<file path="config.mk">
export PLATFORM = sky130hd
export DESIGN_NAME = fetch_unit_flat
export DESIGN_NICKNAME = d
export VERILOG_FILES = /design/src/rtl/fetch_unit_if.sv /design/src/rtl/fetch_unit.sv /design/src/flat_wrapper.sv
export SDC_FILE = /design/constraint.sdc
export NUM_CORES = 1
export LEC_CHECK = 0
export ABC_AREA = 1
export BUFFER_PORTS_ARGS = -buffer_cell sky130_fd_sc_hd__buf_2
export CAP_MARGIN = 20
export CELL_PAD_IN_SITES_DETAIL_PLACEMENT = 1
export CELL_PAD_IN_SITES_GLOBAL_PLACEMENT = 1
export CORE_ASPECT_RATIO = 1.2
export CORE_MARGIN = 3
export CORE_UTILIZATION = 50
export CTS_CLUSTER_DIAMETER = 80
export DETAILED_ROUTE_END_ITERATION = 16
export HOLD_SLACK_MARGIN = 0.03
export MAX_ROUTING_LAYER = met4
export PLACE_DENSITY_LB_ADDON = 0.1
export SETUP_SLACK_MARGIN = 0.5
export SKIP_CTS_REPAIR_TIMING = 1
export SKIP_LAST_GASP = 1
export SLEW_MARGIN = 15
export SYNTH_ARGS = -nofsm -noshare
export SYNTH_HDL_FRONTEND = slang
export SYNTH_SLANG_ARGS = --single-unit
</file>
<file path="constraint.sdc">
create_clock -name clk -period 16.5 [get_ports clk]
set_clock_uncertainty 0.1 [all_clocks]
set_input_delay 1.65 -clock clk [delete_from_list [all_inputs] [get_ports clk]]
set_output_delay 1.65 -clock clk [all_outputs]
set_load 0.05 [all_outputs]
</file>
<file path="src/rtl/fetch_unit_if.sv">
// Fetch unit bus bundle: imem req/ack channel, decode valid/ready channel and redirect.
// The master modport is the fetch unit's view; slave is memory/decode/branch side.
interface fetch_unit_if #(
  parameter int ADDR_W = 64,
  parameter int INST_W = 32
);
  logic              imem_req;
  logic [ADDR_W-1:0] imem_addr;
  logic              imem_ack;
  logic [INST_W-1:0] imem_rdata;
  logic              dec_valid;
  logic [INST_W-1:0] dec_inst;
  logic [ADDR_W-1:0] dec_pc;
  logic              dec_ready;
  logic              redirect;
  logic [ADDR_W-1:0] redirect_pc;

  modport master (
    output imem_req, imem_addr, dec_valid, dec_inst, dec_pc,
    input  imem_ack, imem_rdata, dec_ready, redirect, redirect_pc
  );

  modport slave (
    input  imem_req, imem_addr, dec_valid, dec_inst, dec_pc,
    output imem_ack, imem_rdata, dec_ready, redirect, redirect_pc
  );
endinterface

</file>
<file path="src/rtl/fetch_unit.sv">
// Instruction fetch: owns the fetch PC, one outstanding imem request, instruction queue to decode.
// Optional FETCH_STATS_EN adds saturating fetched/flushed counters.
module fetch_unit #(
  parameter int                DEPTH    = 4,
  parameter int                ADDR_W   = 64,
  parameter int                INST_W   = 32,
  parameter logic [ADDR_W-1:0] RESET_PC = '0
) (
  input  logic         clk,
  input  logic         reset,
  fetch_unit_if.master bus
`ifdef FETCH_STATS_EN
  ,
  output logic [31:0]  stat_fetched,
  output logic [31:0]  stat_flushed
`endif
);

  localparam int PTR_W = $clog2(DEPTH);
  localparam int CNT_W = PTR_W + 1;

  typedef enum logic [1:0] {IDLE, WAIT, DROP} state_t;

  state_t            state, state_nxt;
  logic              req, req_nxt;
  logic [ADDR_W-1:0] addr, addr_nxt;
  logic [ADDR_W-1:0] fetch_pc, fetch_pc_nxt;
  logic [ADDR_W-1:0] pc_inc, redir_pc;
  logic              push, pop;

  logic [PTR_W-1:0]  rd_ptr, rd_ptr_nxt, wr_ptr;
  logic [CNT_W-1:0]  count, count_nxt, count_popped;
  logic [INST_W-1:0] mem_inst [DEPTH];
  logic [ADDR_W-1:0] mem_pc   [DEPTH];
  logic [INST_W-1:0] head_inst;
  logic [ADDR_W-1:0] head_pc;

  logic              vld_p1;
  logic [INST_W-1:0] inst_p1;
  logic [ADDR_W-1:0] pc_p1;

  assign redir_pc     = bus.redirect_pc & ~ADDR_W'(3);
  assign pc_inc       = fetch_pc + ADDR_W'(4);
  assign pop          = vld_p1 & bus.dec_ready;
  assign count_popped = count - CNT_W'(pop);
  assign wr_ptr       = rd_ptr + count[PTR_W-1:0];

  always_ff @(posedge clk or negedge reset) begin
    if (!reset) begin
      state    <= IDLE;
      req      <= 1'b0;
      addr     <= RESET_PC;
      fetch_pc <= RESET_PC;
    end else begin
      state    <= state_nxt;
      req      <= req_nxt;
      addr     <= addr_nxt;
      fetch_pc <= fetch_pc_nxt;
    end
  end

  always_comb begin
    state_nxt    = state;
    req_nxt      = req;
    addr_nxt     = addr;
    fetch_pc_nxt = fetch_pc;
    push         = 1'b0;
    unique case (state)
      IDLE: begin
        if (bus.redirect) begin
          fetch_pc_nxt = redir_pc;
        end else if (count < CNT_W'(DEPTH)) begin
          state_nxt = WAIT;
          req_nxt   = 1'b1;
          addr_nxt  = fetch_pc;
        end
      end
      WAIT: begin
        if (bus.redirect) begin
          fetch_pc_nxt = redir_pc;
          // An in-flight request cannot be retracted; a same-cycle ack just retargets.
          if (bus.imem_ack) addr_nxt = redir_pc;
          else              state_nxt = DROP;
        end else if (bus.imem_ack) begin
          push         = 1'b1;
          fetch_pc_nxt = pc_inc;
          if ((count_popped + CNT_W'(1)) < CNT_W'(DEPTH)) begin
            addr_nxt = pc_inc;
          end else begin
            req_nxt   = 1'b0;
            state_nxt = IDLE;
          end
        end
      end
      DROP: begin
        if (bus.redirect) fetch_pc_nxt = redir_pc;
        if (bus.imem_ack) begin
          state_nxt = WAIT;
          addr_nxt  = fetch_pc_nxt;
        end
      end
      default: state_nxt = IDLE;
    endcase
  end

  assign rd_ptr_nxt = rd_ptr + PTR_W'(pop);
  assign count_nxt  = bus.redirect ? '0 : (count_popped + CNT_W'(push));
  assign head_inst  = (count_popped == '0) ? bus.imem_rdata : mem_inst[rd_ptr_nxt];
  assign head_pc    = (count_popped == '0) ? fetch_pc : mem_pc[rd_ptr_nxt];

  always_ff @(posedge clk) begin
    if (push) begin
      mem_inst[wr_ptr] <= bus.imem_rdata;
      mem_pc[wr_ptr]   <= fetch_pc;
    end
  end

  // p1: registered queue head toward decode; inst/pc hold while the queue is empty
  always_ff @(posedge clk or negedge reset) begin
    if (!reset) begin
      count   <= '0;
      rd_ptr  <= '0;
      vld_p1  <= 1'b0;
      inst_p1 <= '0;
      pc_p1   <= '0;
    end else begin
      count  <= count_nxt;
      rd_ptr <= rd_ptr_nxt;
      vld_p1 <= (count_nxt != '0);
      if (count_nxt != '0) begin
        inst_p1 <= head_inst;
        pc_p1   <= head_pc;
      end
    end
  end

  assign bus.imem_req  = req;
  assign bus.imem_addr = addr;
  assign bus.dec_valid = vld_p1;
  assign bus.dec_inst  = inst_p1;
  assign bus.dec_pc    = pc_p1;

`ifdef FETCH_STATS_EN
  logic        drop_rsp;
  logic [31:0] flush_cnt;

  function automatic logic [31:0] sat_add(input logic [31:0] a, input logic [31:0] b);
    logic [32:0] s;
    s = {1'b0, a} + {1'b0, b};
    return s[32] ? 32'hFFFF_FFFF : s[31:0];
  endfunction

  assign drop_rsp  = bus.imem_ack & (((state == WAIT) & bus.redirect) | (state == DROP));
  assign flush_cnt = (bus.redirect ? 32'(count_popped) : 32'd0) + 32'(drop_rsp);

  always_ff @(posedge clk or negedge reset) begin
    if (!reset) begin
      stat_fetched <= '0;
      stat_flushed <= '0;
    end else begin
      stat_fetched <= sat_add(stat_fetched, 32'(push));
      stat_flushed <= sat_add(stat_flushed, flush_cnt);
    end
  end
`endif

endmodule
</file>
<file path="src/flat_wrapper.sv">
// flat-port wrapper written by rule: the top's interface ports become plain ports
module fetch_unit_flat 
#(
  parameter int                DEPTH    = 4,
  parameter int                ADDR_W   = 64,
  parameter int                INST_W   = 32,
  parameter logic [ADDR_W-1:0] RESET_PC = '0
)
  (clk, reset, bus_imem_req, bus_imem_addr, bus_dec_valid, bus_dec_inst, bus_dec_pc, bus_imem_ack, bus_imem_rdata, bus_dec_ready, bus_redirect, bus_redirect_pc);
  fetch_unit_if #(.ADDR_W(ADDR_W), .INST_W(INST_W)) bus_i ();
  input  logic clk;
  input  logic reset;
  output wire logic [$bits(bus_i.imem_req)-1:0] bus_imem_req;
  output wire logic [$bits(bus_i.imem_addr)-1:0] bus_imem_addr;
  output wire logic [$bits(bus_i.dec_valid)-1:0] bus_dec_valid;
  output wire logic [$bits(bus_i.dec_inst)-1:0] bus_dec_inst;
  output wire logic [$bits(bus_i.dec_pc)-1:0] bus_dec_pc;
  input wire logic [$bits(bus_i.imem_ack)-1:0] bus_imem_ack;
  input wire logic [$bits(bus_i.imem_rdata)-1:0] bus_imem_rdata;
  input wire logic [$bits(bus_i.dec_ready)-1:0] bus_dec_ready;
  input wire logic [$bits(bus_i.redirect)-1:0] bus_redirect;
  input wire logic [$bits(bus_i.redirect_pc)-1:0] bus_redirect_pc;
  assign bus_imem_req = bus_i.imem_req;
  assign bus_imem_addr = bus_i.imem_addr;
  assign bus_dec_valid = bus_i.dec_valid;
  assign bus_dec_inst = bus_i.dec_inst;
  assign bus_dec_pc = bus_i.dec_pc;
  assign bus_i.imem_ack = bus_imem_ack;
  assign bus_i.imem_rdata = bus_imem_rdata;
  assign bus_i.dec_ready = bus_dec_ready;
  assign bus_i.redirect = bus_redirect;
  assign bus_i.redirect_pc = bus_redirect_pc;
  fetch_unit #(.DEPTH(DEPTH), .ADDR_W(ADDR_W), .INST_W(INST_W), .RESET_PC(RESET_PC)) u_core (.clk(clk), .reset(reset), .bus(bus_i));
endmodule
</file>
==> run metrics <==
result of the run finished clean; R2R Setup Slk 11,970 ps; portion of the post-synthesis area used by sequential elements 59.8%; clock period minus final worst setup slack 4940 ps; via count normalized by instance count 5.98; average cell area after synthesis 9.87 um^2; number of primary I/O pins 263; required time at the worst-slack endpoint 16,940 ps; Synth Net Count 3,054; detailed placer's ending HPWL 55,900 um; Total Neg Setup Slack 0 ps; area of the mapped netlist 0.0291 mm^2; number of cell instances on the worst register-to-register path 11; initial antenna violation count 1; RR Startpoint u_core.state[0]$_DFFE_PN0P_; Post-synth ARST share 37.8%; capturing element type of the critical path flop; Overflow after GRT 0; wire length reported by the detailed router 91,400 um; Fmax 202 MHz; Die H 270 um; core utilization of the finished layout 57.5%; Clock Root Buffer clkbuf_16; routed wirelength normalized by instance count 23.4 um; full die area 0.0610 mm^2; most common cell after layout, fill and taps aside nand2_1; area taken by multi-input logic gates 0.0102 mm^2; reg-to-reg critical path endpoint u_core.bus.imem_addr[55]$_DFFE_PN0P_; final net count 3,225; DRC 0; number of global-route vias before repair 24,685; Max-Slew Margin vs Limit 25.6%; commonest cells after routing, fill and taps aside 512 x nand2_1, 384 x edfxtp_1, 320 x nor2_1; final period utilization 30.0%; all-layer global routing usage 30.4%; largest net degree at the start of global routing 129; number of setup violations in the final report 0; footprint of the flip-flops and latches 0.0174 mm^2; setup repair after global routing missed its margin no; count of clock tree sinks 617; main flop type after synthesis edfxtp_1; Core ar. 0.0573 mm^2; final hold viol count 0; GP Congestion 0.889; die span in x 226 um; final-layout fill cell count 6,359; number of violations reported at the end of detailed-routing iteration 0 1,569; Cell Rows 96; Worst Path Class, Setup primary input to flop; number of levels in the clock H-tree 2; initial core utilization 50.7%; cell breakdown of the critical path buf_2 -> nand2_1 -> inv_1 -> ha_1 -> ha_1 -> inv_1 -> nand2_1 -> and2_4 -> nand3_4 -> buf_4 -> buf_4 -> nor2_1 -> a31o_2 -> a21oi_1; share of layout cells above drive strength 1 21.7%; Endpoint, Worst Hold u_core.bus.imem_addr[62]$_DFFE_PN0P_; CTS max path bufs 3; # port buffers 260; TritonCTS clock tree done; remaining antenna violation count 0; worst min path class flop to flop; number of buffers added by the clock tree synthesis step 61; Yosys warnings 0; worst hold slack across all endpoints 375 ps; max_cap viols 0; worst-margin pin slew 1120 ps; crit path DAT 5390 ps; first-pass GRT wire length 140,000 um; number of flops mapped to enable cells by yosys 384; Initial DRT Pass Iterations 5; vias after detailed routing 23,343; kind of start point of the critical path primary input; number of library cell types mapped by synthesis 44; Clk Latency, worst-skew pair 640 ps; crit path max fanout 95; number of instances in the synthesized netlist 2,942; Critical-path top delay cell buf_4; clock-pin slew on the worst setup and hold paths 70 ps; source of the worst hold timing path u_core.bus.imem_addr[62]$_DFFE_PN0P_; #FFs+latches synth 617; area after detailed placement 0.0307 mm^2; highest cell delay on the worst timing path 850 ps; area of all placed cells without fillers 0.0330 mm^2; growth of design area from synthesis to finish 13.4%; cell depth of the worst min-delay path 2; Final Max Tran Viols 0
layer usage:
metal | vias up | wire length [um] | track usage, %
met5 | - | 0 | -
li1 | 10587 | - | -
met2 | 700 | 45000 | 50.2
met1 | 11872 | 38400 | 39.0
met3 | 184 | 4630 | 3.54
met4 | 0 | 3360 | 10.9
cell families (layout without fill, tap and decap cells):
logic type	Yosys count	after routing	synth area share, %
adders and majority gates	11	11	0.474
and+or+nand+nor	1146	1146	17.2
DFF	617	617	59.8
xor gates and xnor gates	7	7	0.237
buffers and inverters	365	588	5.41
AOI/OAI and AO/OA	796	796	16.9
other	0	1	0
flip-flops by register name (all words and copies together) (netlist names), 2 cells and up:
name	flops
u_core.fetch_pc	64
u_core.state	2
u_core.mem_inst	128
u_core.rd_ptr	2
u_core.mem_pc	256
u_core.count	3
u_core.bus.dec_pc	64
u_core.bus.dec_inst	32
u_core.bus.imem_addr	64
per-stage QoR:
stage	worst slack, ps	cells
finish	11560	3901
floorplan	6970	2942
detailed placement	10900	3780
global route	11320	3901
CTS	11530	3895
global placement	11050	3780
worst max path at each step:
| stage | from | end | slack, ps |
|---|---|---|---|
| floorplan | bus_redirect | u_core.mem_inst[0][0]$_DFFE_PP_ | 6970 |
| global placement | bus_dec_ready | u_core.bus.dec_pc[25]$_DFFE_PN0P_ | 11050 |
| detailed placement | bus_dec_ready | u_core.bus.dec_pc[49]$_DFFE_PN0P_ | 10900 |
| CTS | bus_dec_ready | u_core.bus.dec_pc[16]$_DFFE_PN0P_ | 11530 |
| global route | bus_dec_ready | u_core.bus.dec_pc[33]$_DFFE_PN0P_ | 11320 |
| finish | bus_dec_ready | u_core.bus.dec_pc[56]$_DFFE_PN0P_ | 11560 |
final cells by class:
cell class              instances  area share (%)
diodes                          1         0.00759
clock buffers                  80            5.19
clock inverters                35            1.24
inverters                     178            2.04
multi-input cells            1960            30.9
flip-flops and latches        617            52.7
well taps                     735            2.79
repair buffers                295            5.10
synth_stat cells (4+ instances only):
library cell / n / area share [%]
a21boi_0: 4 / 0.10
a21oi_1: 258 / 4.4
a31o_1: 10 / 0.30
a31o_2: 80 / 2.4
buf_1: 11 / 0.14
buf_2: 35 / 0.60
buf_4: 4 / 0.10
buf_6: 19 / 0.74
clkbuf_1: 118 / 1.5
dfrtp_1: 233 / 20
edfxtp_1: 384 / 40
ha_1: 11 / 0.47
inv_1: 170 / 2.2
inv_2: 5 / 0.065
nand2_1: 513 / 6.6
nand3_1: 77 / 1.3
nand4_1: 16 / 0.34
nor2_1: 321 / 4.1
nor2_2: 6 / 0.13
nor3_1: 14 / 0.24
o211ai_1: 204 / 5.3
o21a_1: 6 / 0.16
o21ai_0: 180 / 3.1
o21ai_1: 12 / 0.21
o22ai_1: 32 / 0.69
or2_2: 184 / 4.0
xor2_1: 4 / 0.12
critical path: cells and delay by family:
family                   cells  cell delay (ps)
buffers and inverters        5             1780
adder cells (fa/ha/maj)      2              440
AO/OA/AOI/OAI                2              440
AND/OR/NAND/NOR              5              880
Power is not shown: default switching activity piles up to over one toggle a cycle in this logic, so the estimate is an artifact.
